--- config.mk ---
export PLATFORM = sky130hd
export DESIGN_NAME = seq_divider
export DESIGN_NICKNAME = d
export VERILOG_FILES = /design/src/rtl/seq_divider_pkg.sv /design/src/rtl/seq_divider_step.sv /design/src/rtl/seq_divider.sv
export SDC_FILE = /design/constraint.sdc
export NUM_CORES = 1
export LEC_CHECK = 0
export ABC_AREA = 1
export BUFFER_PORTS_ARGS = -buffer_cell sky130_fd_sc_hd__buf_2
export CAP_MARGIN = 30
export CORE_AREA = 5 5 206 208
export DETAILED_ROUTE_END_ITERATION = 10
export DIE_AREA = 0 0 211 213
export GPL_TIMING_DRIVEN = 0
export PLACE_DENSITY = 0.78
export SYNTH_ARGS = -nofsm -noshare
export SYNTH_HDL_FRONTEND = slang
export SYNTH_HIERARCHICAL = 1
export SYNTH_SLANG_ARGS = --single-unit
--- constraint.sdc ---
create_clock -name clk -period 9.6 [get_ports clk]
set_clock_uncertainty 0.2 [all_clocks]
set_input_delay 0.96 -clock clk [delete_from_list [all_inputs] [get_ports clk]]
set_output_delay 0.96 -clock clk [all_outputs]
set_load 0.1 [all_outputs]
--- src/rtl/seq_divider_pkg.sv ---
// Shared FSM encoding, parameter legality check and width-generic sign helpers
// for seq_divider (helpers operate on MAX_W bits; callers cast to WIDTH).
package seq_divider_pkg;

  localparam int MAX_W = 128;

  typedef enum logic [2:0] {
    IDLE,
    PREP,
    ITER,
    FIX,
    DONE
  } state_e;

  function automatic bit cfg_legal(input int width, input int bpc);
    return (width >= 8) && (width <= MAX_W) && (width % 2 == 0) &&
           (bpc == 1 || bpc == 2 || bpc == 4) && (width % bpc == 0);
  endfunction

  function automatic logic [MAX_W-1:0] negate(input logic [MAX_W-1:0] x);
    return ~x + MAX_W'(1);
  endfunction

  function automatic logic [MAX_W-1:0] magnitude(input logic [MAX_W-1:0] x,
                                                 input logic              neg);
    return neg ? negate(x) : x;
  endfunction

endpackage

--- src/rtl/seq_divider_step.sv ---
// One restoring division step: shift in a dividend bit, subtract if it fits.
// Latency: combinational. Backpressure: none (pure datapath).
module seq_divider_step #(
  parameter int WIDTH = 64
) (
  input  logic [WIDTH:0]   r_i,
  input  logic [WIDTH-1:0] divisor_i,
  input  logic             dividend_bit_i,
  output logic [WIDTH:0]   r_o,
  output logic             q_bit_o
);

  logic [WIDTH:0] shifted;

  // A set top bit means the shifted value already exceeds any WIDTH-bit divisor.
  assign shifted = {r_i[WIDTH-1:0], dividend_bit_i};
  assign q_bit_o = r_i[WIDTH] | (shifted >= {1'b0, divisor_i});
  assign r_o     = q_bit_o ? (shifted - {1'b0, divisor_i}) : shifted;

endmodule

--- src/rtl/seq_divider.sv ---
// Multi-cycle restoring divider, BPC quotient bits/cycle; signed mode under SEQ_DIVIDER_SIGNED_EN.
// Latency: WIDTH/BPC+3 cycles accept->out_valid (divide-by-zero: 3); one division in flight.
// Backpressure: in_ready only in IDLE; result held stable in DONE until out_ready.
module seq_divider
  import seq_divider_pkg::*;
#(
  parameter int WIDTH = 64,
  parameter int BPC   = 1,
  parameter int TAG_W = 4
) (
  input  logic             clk,
  input  logic             arst,
  input  logic [WIDTH-1:0] in_dividend,
  input  logic [WIDTH-1:0] in_divisor,
  input  logic             in_signed,
  input  logic [TAG_W-1:0] in_tag,
  input  logic             in_valid,
  output logic             in_ready,
  output logic [WIDTH-1:0] out_quotient,
  output logic [WIDTH-1:0] out_remainder,
  output logic             out_dbz,
  output logic [TAG_W-1:0] out_tag,
  output logic             out_valid,
  input  logic             out_ready,
  output logic             busy
);

  localparam int ITERS = WIDTH / BPC;
  localparam int CNT_W = $clog2(ITERS);

  if (!cfg_legal(WIDTH, BPC)) begin : g_bad_cfg
    $error("seq_divider: illegal WIDTH/BPC combination");
  end

  state_e           state_q, state_d;
  logic [WIDTH-1:0] aq_q, aq_d;
  logic [WIDTH-1:0] b_q, b_d;
  logic [WIDTH:0]   r_q, r_d;
  logic [CNT_W-1:0] cnt_q, cnt_d;
  logic             dbz_q, dbz_d;
  logic [TAG_W-1:0] tag_q, tag_d;
  logic [WIDTH-1:0] quo_q, quo_d;
  logic [WIDTH-1:0] rem_q, rem_d;

  // aq_q starts as the dividend; quotient bits shift in at the bottom as dividend bits leave the top.
  logic [WIDTH:0]   r_chain [BPC+1];
  logic [BPC-1:0]   q_bits;

  assign r_chain[0] = r_q;

  for (genvar k = 0; k < BPC; k++) begin : g_step
    seq_divider_step #(.WIDTH(WIDTH)) u_step (
      .r_i            (r_chain[k]),
      .divisor_i      (b_q),
      .dividend_bit_i (aq_q[WIDTH-1-k]),
      .r_o            (r_chain[k+1]),
      .q_bit_o        (q_bits[BPC-1-k])
    );
  end

`ifdef SEQ_DIVIDER_SIGNED_EN
  logic sgn_q, sgn_d;
  logic neg_quo_q, neg_quo_d;
  logic neg_rem_q, neg_rem_d;
  logic neg_a, neg_b;

  assign neg_a = sgn_q & aq_q[WIDTH-1];
  assign neg_b = sgn_q & b_q[WIDTH-1];

  always_ff @(posedge clk or posedge arst) begin
    if (arst) begin
      sgn_q     <= 1'b0;
      neg_quo_q <= 1'b0;
      neg_rem_q <= 1'b0;
    end else begin
      sgn_q     <= sgn_d;
      neg_quo_q <= neg_quo_d;
      neg_rem_q <= neg_rem_d;
    end
  end
`else
  logic unused_signed;
  assign unused_signed = in_signed;
`endif

  assign in_ready      = (state_q == IDLE) && !arst;
  assign out_valid     = (state_q == DONE);
  assign busy          = (state_q != IDLE);
  assign out_quotient  = quo_q;
  assign out_remainder = rem_q;
  assign out_dbz       = dbz_q;
  assign out_tag       = tag_q;

  always_comb begin
    state_d = state_q;
    aq_d    = aq_q;
    b_d     = b_q;
    r_d     = r_q;
    cnt_d   = cnt_q;
    dbz_d   = dbz_q;
    tag_d   = tag_q;
    quo_d   = quo_q;
    rem_d   = rem_q;
`ifdef SEQ_DIVIDER_SIGNED_EN
    sgn_d     = sgn_q;
    neg_quo_d = neg_quo_q;
    neg_rem_d = neg_rem_q;
`endif
    unique case (state_q)
      IDLE: begin
        if (in_valid && in_ready) begin
          aq_d    = in_dividend;
          b_d     = in_divisor;
          tag_d   = in_tag;
          dbz_d   = 1'b0;
`ifdef SEQ_DIVIDER_SIGNED_EN
          sgn_d   = in_signed;
`endif
          state_d = PREP;
        end
      end
      PREP: begin
        // On divide-by-zero aq_q keeps the raw dividend, which becomes the remainder.
        if (b_q == '0) begin
          dbz_d   = 1'b1;
          state_d = FIX;
        end else begin
          r_d     = '0;
          cnt_d   = CNT_W'(ITERS - 1);
          state_d = ITER;
`ifdef SEQ_DIVIDER_SIGNED_EN
          aq_d      = WIDTH'(magnitude(MAX_W'(aq_q), neg_a));
          b_d       = WIDTH'(magnitude(MAX_W'(b_q), neg_b));
          neg_quo_d = neg_a ^ neg_b;
          neg_rem_d = neg_a;
`endif
        end
      end
      ITER: begin
        r_d   = r_chain[BPC];
        aq_d  = {aq_q[WIDTH-BPC-1:0], q_bits};
        cnt_d = cnt_q - CNT_W'(1);
        if (cnt_q == '0) begin
          state_d = FIX;
        end
      end
      FIX: begin
        if (dbz_q) begin
          quo_d = '1;
          rem_d = aq_q;
        end else begin
          quo_d = aq_q;
          rem_d = r_q[WIDTH-1:0];
`ifdef SEQ_DIVIDER_SIGNED_EN
          if (neg_quo_q) quo_d = WIDTH'(negate(MAX_W'(aq_q)));
          if (neg_rem_q) rem_d = WIDTH'(negate(MAX_W'(r_q[WIDTH-1:0])));
`endif
        end
        state_d = DONE;
      end
      DONE: begin
        if (out_ready) begin
          state_d = IDLE;
        end
      end
      default: state_d = IDLE;
    endcase
  end

  always_ff @(posedge clk or posedge arst) begin
    if (arst) begin
      state_q <= IDLE;
      aq_q    <= '0;
      b_q     <= '0;
      r_q     <= '0;
      cnt_q   <= '0;
      dbz_q   <= 1'b0;
      tag_q   <= '0;
      quo_q   <= '0;
      rem_q   <= '0;
    end else begin
      state_q <= state_d;
      aq_q    <= aq_d;
      b_q     <= b_d;
      r_q     <= r_d;
      cnt_q   <= cnt_d;
      dbz_q   <= dbz_d;
      tag_q   <= tag_d;
      quo_q   <= quo_d;
      rem_q   <= rem_d;
    end
  end

endmodule

# == Yosys cells after proc, flatten, opt, wreduce, memory -nomap -nowiden ==
# Cells that the tools add are included.
# totals
output_inout_bits,136
inputBits,137
reg_bits,335
elab_cells,54
# op_classes
eq_ne,9
reduce_logical,15
n_addsub,2
n_mux,17
magnitude_cmp,1
bitwise_logic,1
# ops
operator,n
$mux W64,3
$mux W65,2
$pmux W65 S2,1
$pmux W64 S2,1
$ge A65 B64 Y1,1
$sub A65 B64 Y65,1
$logic_not A64 Y1,1
$pmux W3 S5,1
$pmux W6 S2,1
$mux W3,3
$eq A3 B2 Y1 const B,2
$logic_not A6 Y1,1
$mux W6,1
$ne A2 B2 Y1 const B,3
$reduce_and A2 Y1,3
$reduce_and A3 Y1,2
$reduce_bool A2 Y1,3
$sub A6 B1 Y6 const B,1
$ne A2 B1 Y1 const B,2
$eq A3 B1 Y1 const B,1
$eq A3 B3 Y1 const B,1
$logic_not A3 Y1,1
$mux W1,3
$reduce_bool A3 Y1,1
4 further kinds,5

# == Logic depth before layout (Yosys ltp) ==
# Gate-level depths: netlist of run 1.
# depth
depth_word,5
ltp_mapped,21
depth_no_buf,20

# == By module ==
# Netlist of run 1, hierarchy kept.
# by_module_without_submodules
module,cells_per_inst,area_per_inst_um2,instances
seq_divider,1617,14041.0,1
seq_divider_step,1674,7538.5,1

# == Worst setup path after synthesis of run 1 ==
# OpenSTA, ideal clock, no wires.
# synth_path
path_kind,register to output
from,register state_q[2]
to,output port in_ready
stages_incl_launch_ff,4
required_time_ps,8440
path_slack_ps,5740
t_arrival_ps,2700
path_cell_list,dfrtp_1 nor2_1 nand2_1 nor2_1
# synth_between
elab_chain_len,2
# synth_lines
element,line_no,source
from (decl),seq_divider.sv:35,"state_e state_q, state_d;"
from (signal assigned),seq_divider.sv:182,state_q <= state_d;
$logic_not A3 Y1,seq_divider.sv:86,assign in_ready = (state_q == IDLE) && !arst;
$logic_and A1 B1 Y1,seq_divider.sv:86,
to (decl),seq_divider.sv:18,"output logic in_ready,"
# Every way passes these cells.

==> key figures, run 1 <==
Worst setup path
  – CP Data Required Time: between 9000 and 10000 ps
  – CP max stage delay: between 400 and 500 ps
  – WP buf/inv: 3
  – Crit-path max FO: 10
  – Critical path's slowest cell: dfrtp_1
  – WP data arrival: between 3000 and 4000 ps
  – Setup slack, reg-to-reg: 6420 ps
  – Worst setup path end: r_q[46]
  – CP Cell Sequence: ha_1 > nand2_1 > inv_1 > nand2_1 > nand3_2 > nand2_1 > nand2_2 > nand2_1 > nand2_2 > nand2_1 > nand2_2 > nand2_2 > buf_6 > buf_2 > nand3_1 > nand2_1 > nand2_1 > nand2_1
  – WP depth: 18
  – Nature of the critical path startpoint: flip-flop
  – Top cell by count, worst path: nand2_1
  – R2R depth: 18
  – Reg-to-reg startpoint: r_q[2]
  – Critical path's top delay family: simple AND/OR/NAND/NOR gates
  – Worst reg2reg path endpoint: r_q[46]
  – Kind of critical path: flip-flop to flip-flop
  – CP endpoint kind: flip-flop
  – Crit path from: r_q[2]

GRT
  – Initial antenna violation count: 1
  – Vias in the first global route: 20300
  – Total Routing Usage GR: 0.311
  – Grt total ovfl: 0
  – Largest net degree at the start of global routing: between 40 and 50
  – First-pass GRT wire length: 110000 um

Detailed routing
  – Drt first pass iters: 6
  – Vias per std cell: approximately 5.3
  – WL/cell: 17.0 um
  – Final wirelength: 70800 um
  – Post-route DRC: 0
  – Vias: 22000
  – Starting DRT DRC Count: 2086
  – Post-route ant nets: 0

Floorplan
  – Core area: 0.0404 sq mm
  – Starting density of the core: 0.535
  – Area of the die: 0.0449 sq mm
  – Rows: 74
  – Die Span X: about 210 um
  – Ports: roughly 270
  – Die Ht: between 200 and 250 um

Clock network
  – Hold-fix buffers, CTS: 0
  – CTS max path bufs: 3
  – Postcts setup bufs: 0
  – Clock sinks: between 300 and 400
  – Clock transition at path regs: approximately 60 ps
  – CTS tree: done
  – H-tree depth: 2
  – CTS root buf: clkbuf_16
  – Clk_lat worst skew: around 550 ps
  – PostCTS Resize Cnt: 0
  – TritonCTS buffer count: 37

Finish
  – Layout fillers: 3895
  – Share of layout cells above drive strength 1: 0.117
  – Leading cell type in the layout, fill and taps excluded: nand2_1
  – Most frequent cells in the layout: 1420 x nand2_1, 482 x inv_1, 335 x dfrtp_1, 313 x buf_2, 265 x nand3_1
  – Layout area overhead: 15.5%
  – Ant. Diodes: 0
  – Final #Nets: around 3800

Synth
  – Netlist cell types: 38
  – Main flop type after synthesis: dfrtp_1
  – Synth warn: 6
  – Post-synth ARST share: 1.00
  – Synthesized flop and latch total: ~340
  – Cells after synthesis: 3291
  – Number of synthesized flops with an enable pin: 0
  – Mapped Nets: between 3000 and 4000
  – Synthesized area: 0.0216 sq mm
  – Seq/Total Area, Yosys: 0.388
  – Syn Area/Cell: around 6.6 sq um

Timing
  – Relative slew margins: 0.520
  – Final Slew Violations: 0
  – Achievable frequency: 0.315 GHz
  – Final hold vios: 0
  – RSZ-0062 raised after global routing: no
  – Setup TNS: 0 ps
  – Tcrit/Tclk final: 0.331
  – Final setup fails: 0
  – Crit path time final: 3180 ps
  – Slew @ Worst Pin: about 720 ps

Job
  – Max Cap Viol: 0

Placed design
  – Port Buffer Count: between 200 and 300
  – RD Place Congestion: 1.00
  – Hpwl dp: 57700 um

Status
  – Status: finished, final reports clean

Worst hold path
  – Worst Hold Class: flip-flop to flip-flop
## sequential cells by signal, summed over array words and instances (netlist names)
register,flops
out_dbz,1
aq_q,64
b_q,64
r_q,65
out_tag,4
state_q,3
out_remainder,64
cnt_q,6
out_quotient,64
## through the flow
| stage | setup WS [ps] | utilization | std cells | hold slack [ps] | instance area, sq um |
|---|---|---|---|---|---|
| floorplan | 3960 | - | 3291 | 264 | 21600 |
| global placement | 2090 | 0.585 | 4094 | 248 | 23600 |
| detailed placement | 6510 | 0.589 | 4102 | 253 | 23800 |
| CTS | 6520 | 0.618 | 4167 | 269 | 24900 |
| global route | 6290 | 0.618 | 4167 | 282 | 24900 |
| finish | 6420 | 0.618 | 4167 | 265 | 24900 |
## cells by family after synthesis
logic type / count (synthesis) / share of synthesized area
AND/OR/NAND/NOR: 1911 / 0.358
XOR/XNOR: 31 / 0.0126
AO/OA/AOI/OAI: 317 / 0.0852
flip-flops: 335 / 0.388
adder cells (fa/ha/maj): 67 / 0.0392
buffers and inverters: 630 / 0.116
## synthesized netlist by cell type, types with 8 or more instances
library cell,number,share of area
nor2_2,9,0.0026
buf_2,42,0.0097
ha_1,66,0.038
o21ai_0,126,0.029
a21oi_1,48,0.011
nand3_1,265,0.061
o221ai_1,63,0.026
nor2_1,152,0.026
nor3_1,13,0.0030
clkbuf_1,77,0.013
nor4_1,8,0.0023
dfrtp_1,335,0.39
inv_1,483,0.084
nand4_1,15,0.0043
xor2_1,30,0.012
inv_2,14,0.0024
o21ai_1,74,0.017
nand2_1,1420,0.25
## layer usage
layer,global-route usage,up-vias,share of wire
met5,0,-,0
met4,0.111,0,0.038
met3,0.0413,149,0.087
met2,0.494,941,0.45
met1,0.440,9991,0.43
li1,-,10900,-
## layout make-up
cell class,instances,area (sq um),share of cell area
multi-input combinational,2326,10700,0.429
sequential,335,8380,0.336
inverter,497,1870,0.0750
timing repair buffer,279,1520,0.0608
clock buffer,53,1070,0.0428
tap,532,666,0.0267
buffer,133,643,0.0258
clock inverter,12,103,0.00411
## how the worst min path moves through the flow
stage,end,depth (start not counted),startpoint
2_1_floorplan,b_q[10],2,b_q[10]
3_3_place_gp,out_tag[0],2,out_tag[0]
3_5_place_dp,out_quotient[20],2,out_quotient[20]
4_1_cts,out_quotient[9],2,out_quotient[9]
5_1_grt,out_quotient[16],2,out_quotient[16]
6_report,out_quotient[43],2,out_quotient[43]
## worst register-to-register path: cells and delay by family (launching register included)
family,cells,cell delay [ps]
simple gates,14,1650
buf+inv,3,470
flops,1,430
fa+ha+maj,1,390
Power of run 1 is left out: the tool's default activity adds up to more than one toggle a clock period on the data nets, which glitch-free logic cannot reach.
==> inputs of run 2 (changes only) <==
==> constraint.sdc (replaced) <==
create_clock -name clk -period 2.9 [get_ports clk]
set_clock_uncertainty 0.2 [all_clocks]
set_input_delay 0.29 -clock clk [delete_from_list [all_inputs] [get_ports clk]]
set_output_delay 0.29 -clock clk [all_outputs]
set_load 0.1 [all_outputs]
==> run 2 against run 1 <==
Compared with the run above: register-to-register slack worse by 6400 ps; routed wire length is 8.4% higher; cell count increased by 4.0%; first-iteration DRC count rose by 18%; design area rose by 11%; highest routed layer unchanged; critical path type unchanged; via count is 5.6% higher; critical path depth up 1; setup slack got worse by 6400 ps; global-route usage rose by 1.9 points.
==> key figures, run 2 (same netlist as run 1, synthesis figures left out) <==
Status
  – Status: finished, final reports clean (unchanged)

Timing
  – RSZ-0062 raised after global routing: yes (was no)
  – Achievable frequency: 0.351 GHz (was 0.315 GHz)
  – Tcrit/Tclk final: 0.983 (was 0.331)
  – Relative slew margins: 0.383 (was 0.520)
  – Final hold vios: 0 (unchanged)
  – Final setup fails: 0 (unchanged)
  – Final Slew Violations: 0 (unchanged)
  – Slew @ Worst Pin: 924 ps (was 720 ps)
  – Crit path time final: 2850 ps (was 3180 ps)
  – Final WS setup: 49.4 ps (was 6420 ps)

Floorplan
  – Ports: 273 (unchanged)
  – Core area: 0.0404 sq mm (unchanged)
  – Die Span X: 211 um (unchanged)
  – Starting density of the core: 0.535 (unchanged)
  – Area of the die: 0.0449 sq mm (unchanged)
  – Rows: 74 (unchanged)
  – Die Ht: 213 um (unchanged)

Finish
  – Ant. Diodes: 0 (unchanged)
  – Share of layout cells above drive strength 1: 0.163 (was 0.117)
  – Final core utilization: 0.686 (was 0.618)
  – Max reg flops: 65 (unchanged)
  – Final #Nets: 3979 (was 3813)
  – Leading cell type in the layout, fill and taps excluded: nand2_1 (unchanged)
  – Layout Cells excl Fill: 4332 (was 4167)
  – Layout area overhead: 28.3% (was 15.5%)
  – Biggest register: r_q (unchanged)
  – Layout fillers: 3443 (was 3895)
  – Most frequent cells in the layout: 1394 x nand2_1, 480 x inv_1, 304 x buf_2, 292 x dfrtp_1, 263 x nand3_1 (was 1420 x nand2_1, 482 x inv_1, 335 x dfrtp_1, 313 x buf_2, 265 x nand3_1)
  – Post-Layout Inst Area: 0.0277 sq mm (was 0.0249 sq mm)

Worst setup path
  – CP Data Required Time: 3170 ps (was 9890 ps)
  – Kind of critical path: flip-flop to flip-flop (unchanged)
  – Worst reg2reg path endpoint: r_q[22] (was r_q[46])
  – Setup slack, reg-to-reg: 50 ps (was 6420 ps)
  – R2R depth: 19 (was 18)
  – Nature of the critical path startpoint: flip-flop (unchanged)
  – WP data arrival: 3130 ps (was 3460 ps)
  – CP endpoint kind: flip-flop (unchanged)
  – Reg-to-reg startpoint: r_q[3] (was r_q[2])
  – Crit-path max FO: 10 (unchanged)

GRT
  – Largest net degree at the start of global routing: 44 (unchanged)
  – Initial antenna violation count: 0 (was 1)
  – Grt total ovfl: 0 (unchanged)
  – First-pass GRT wire length: 117000 um (was 110000 um)
  – Vias in the first global route: 21700 (was 20300)
  – Total Routing Usage GR: 0.330 (was 0.311)

Placed design
  – Port Buffer Count: 271 (unchanged)
  – RD Place Congestion: 1.01 (was 1.00)
  – Placed cell areas: 0.0238 sq mm (about the same)
  – Hpwl dp: 58800 um (was 57700 um)
  – Dpl cells: 4102 (unchanged)
  – Worst slack, placed: -191 ps (was 6510 ps)

Clock network
  – TritonCTS buffer count: 36 (was 37)
  – CTS max path bufs: 3 (unchanged)
  – Clock transition at path regs: 60 ps (about the same)
  – Clk_lat worst skew: 550 ps (about the same)
  – H-tree depth: 2 (unchanged)
  – CTS root buf: clkbuf_16 (unchanged)
  – Clock sinks: 335 (unchanged)
  – CTS tree: done (unchanged)

Detailed routing
  – Starting DRT DRC Count: 2470 (was 2086)
  – Post-route DRC: 0 (unchanged)
  – Final wirelength: 76800 um (was 70800 um)
  – Vias: 23200 (was 22000)
  – WL/cell: 17.7 um (was 17.0 um)
  – Drt first pass iters: 6 (unchanged)
  – Vias per std cell: 5.36 (was 5.27)
  – Post-route ant nets: 0 (unchanged)

Worst hold path
  – Hold endpoint: state_q[0] (was out_quotient[43])
  – Hold Path Origin: in_valid (was out_quotient[43])
  – Worst Hold Class: primary input to flip-flop (was flip-flop to flip-flop)
  – Hold Path Depth: 7 (was 2)

Job
  – Max Cap Viol: 0 (unchanged)
## run 2: cell count changes in the layout (fill, tap and decap cells not counted), sizes merged
cell,change
clkinv,-1
dlygate4sd3,+134
bufinv,+6
buf,+29
clkinvlp,-1
inv,-2
## run 2: layer usage
| layer | global-route usage | routed length [um] |
|---|---|---|
| met3 | 0.0463 | 6810 |
| met1 | 0.450 | 31500 |
| met5 | 0 | 0 |
| met2 | 0.548 | 35800 |
| met4 | 0.108 | 2720 |
## run 2: final cells by class
class / count / area (sq um) / share of cell area
buffer: 133 / 679 / 0.0245
inverter: 497 / 1870 / 0.0675
timing repair buffer: 446 / 3120 / 0.113
tap: 532 / 666 / 0.0240
sequential: 335 / 8440 / 0.305
clock inverter: 14 / 260 / 0.00940
clock buffer: 49 / 1030 / 0.0372
multi-input combinational: 2326 / 11600 / 0.420
## run 2: worst max-delay path: stages (launching register included)
cell and delay (ps):
dfrtp_1 470, ha_4 330, nand2_1 50, nand2_1 160, inv_1 100, nand3_4 110
nand2_1 70, nand2_2 110, nand2_2 70, nand2_4 110, nand2_2 100, nand2_4 90
nand2_4 90, nand2_4 90, buf_12 140, buf_12 130, nand2_1 50, nand2_1 90
nand2_1 80, nand2_1 110
## run 2: worst max path at each step
stage	from	to	slack, ps	depth (start not counted)
after floorplan	arst	aq_q[0]	-2070	1
after global placement	arst	b_q[20]	-3940	2
after detailed placement	r_q[2]	r_q[58]	-190	18
after CTS	r_q[37]	r_q[18]	0.05	16
after global routing	b_q[3]	r_q[22]	-60	20
final	r_q[3]	r_q[22]	50	19
## run 2: timing repair
action	CTS	global route
pin swaps	0	16
gates resized for setup	69	143
buffers inserted	1	32
endpoints found under the hold margin	170	0
endpoints found under the setup margin	66	66
hold buffers	134	0
## run 2: per-stage QoR
step                setup TNS (ps)  hold WS [ps]
floorplan                  -692310           207
global placement          -1314450           248
detailed placement          -10000           253
CTS                              0           116
global route                  -551           163
finish                           0           136
Power of run 2 is left out for the same reason.
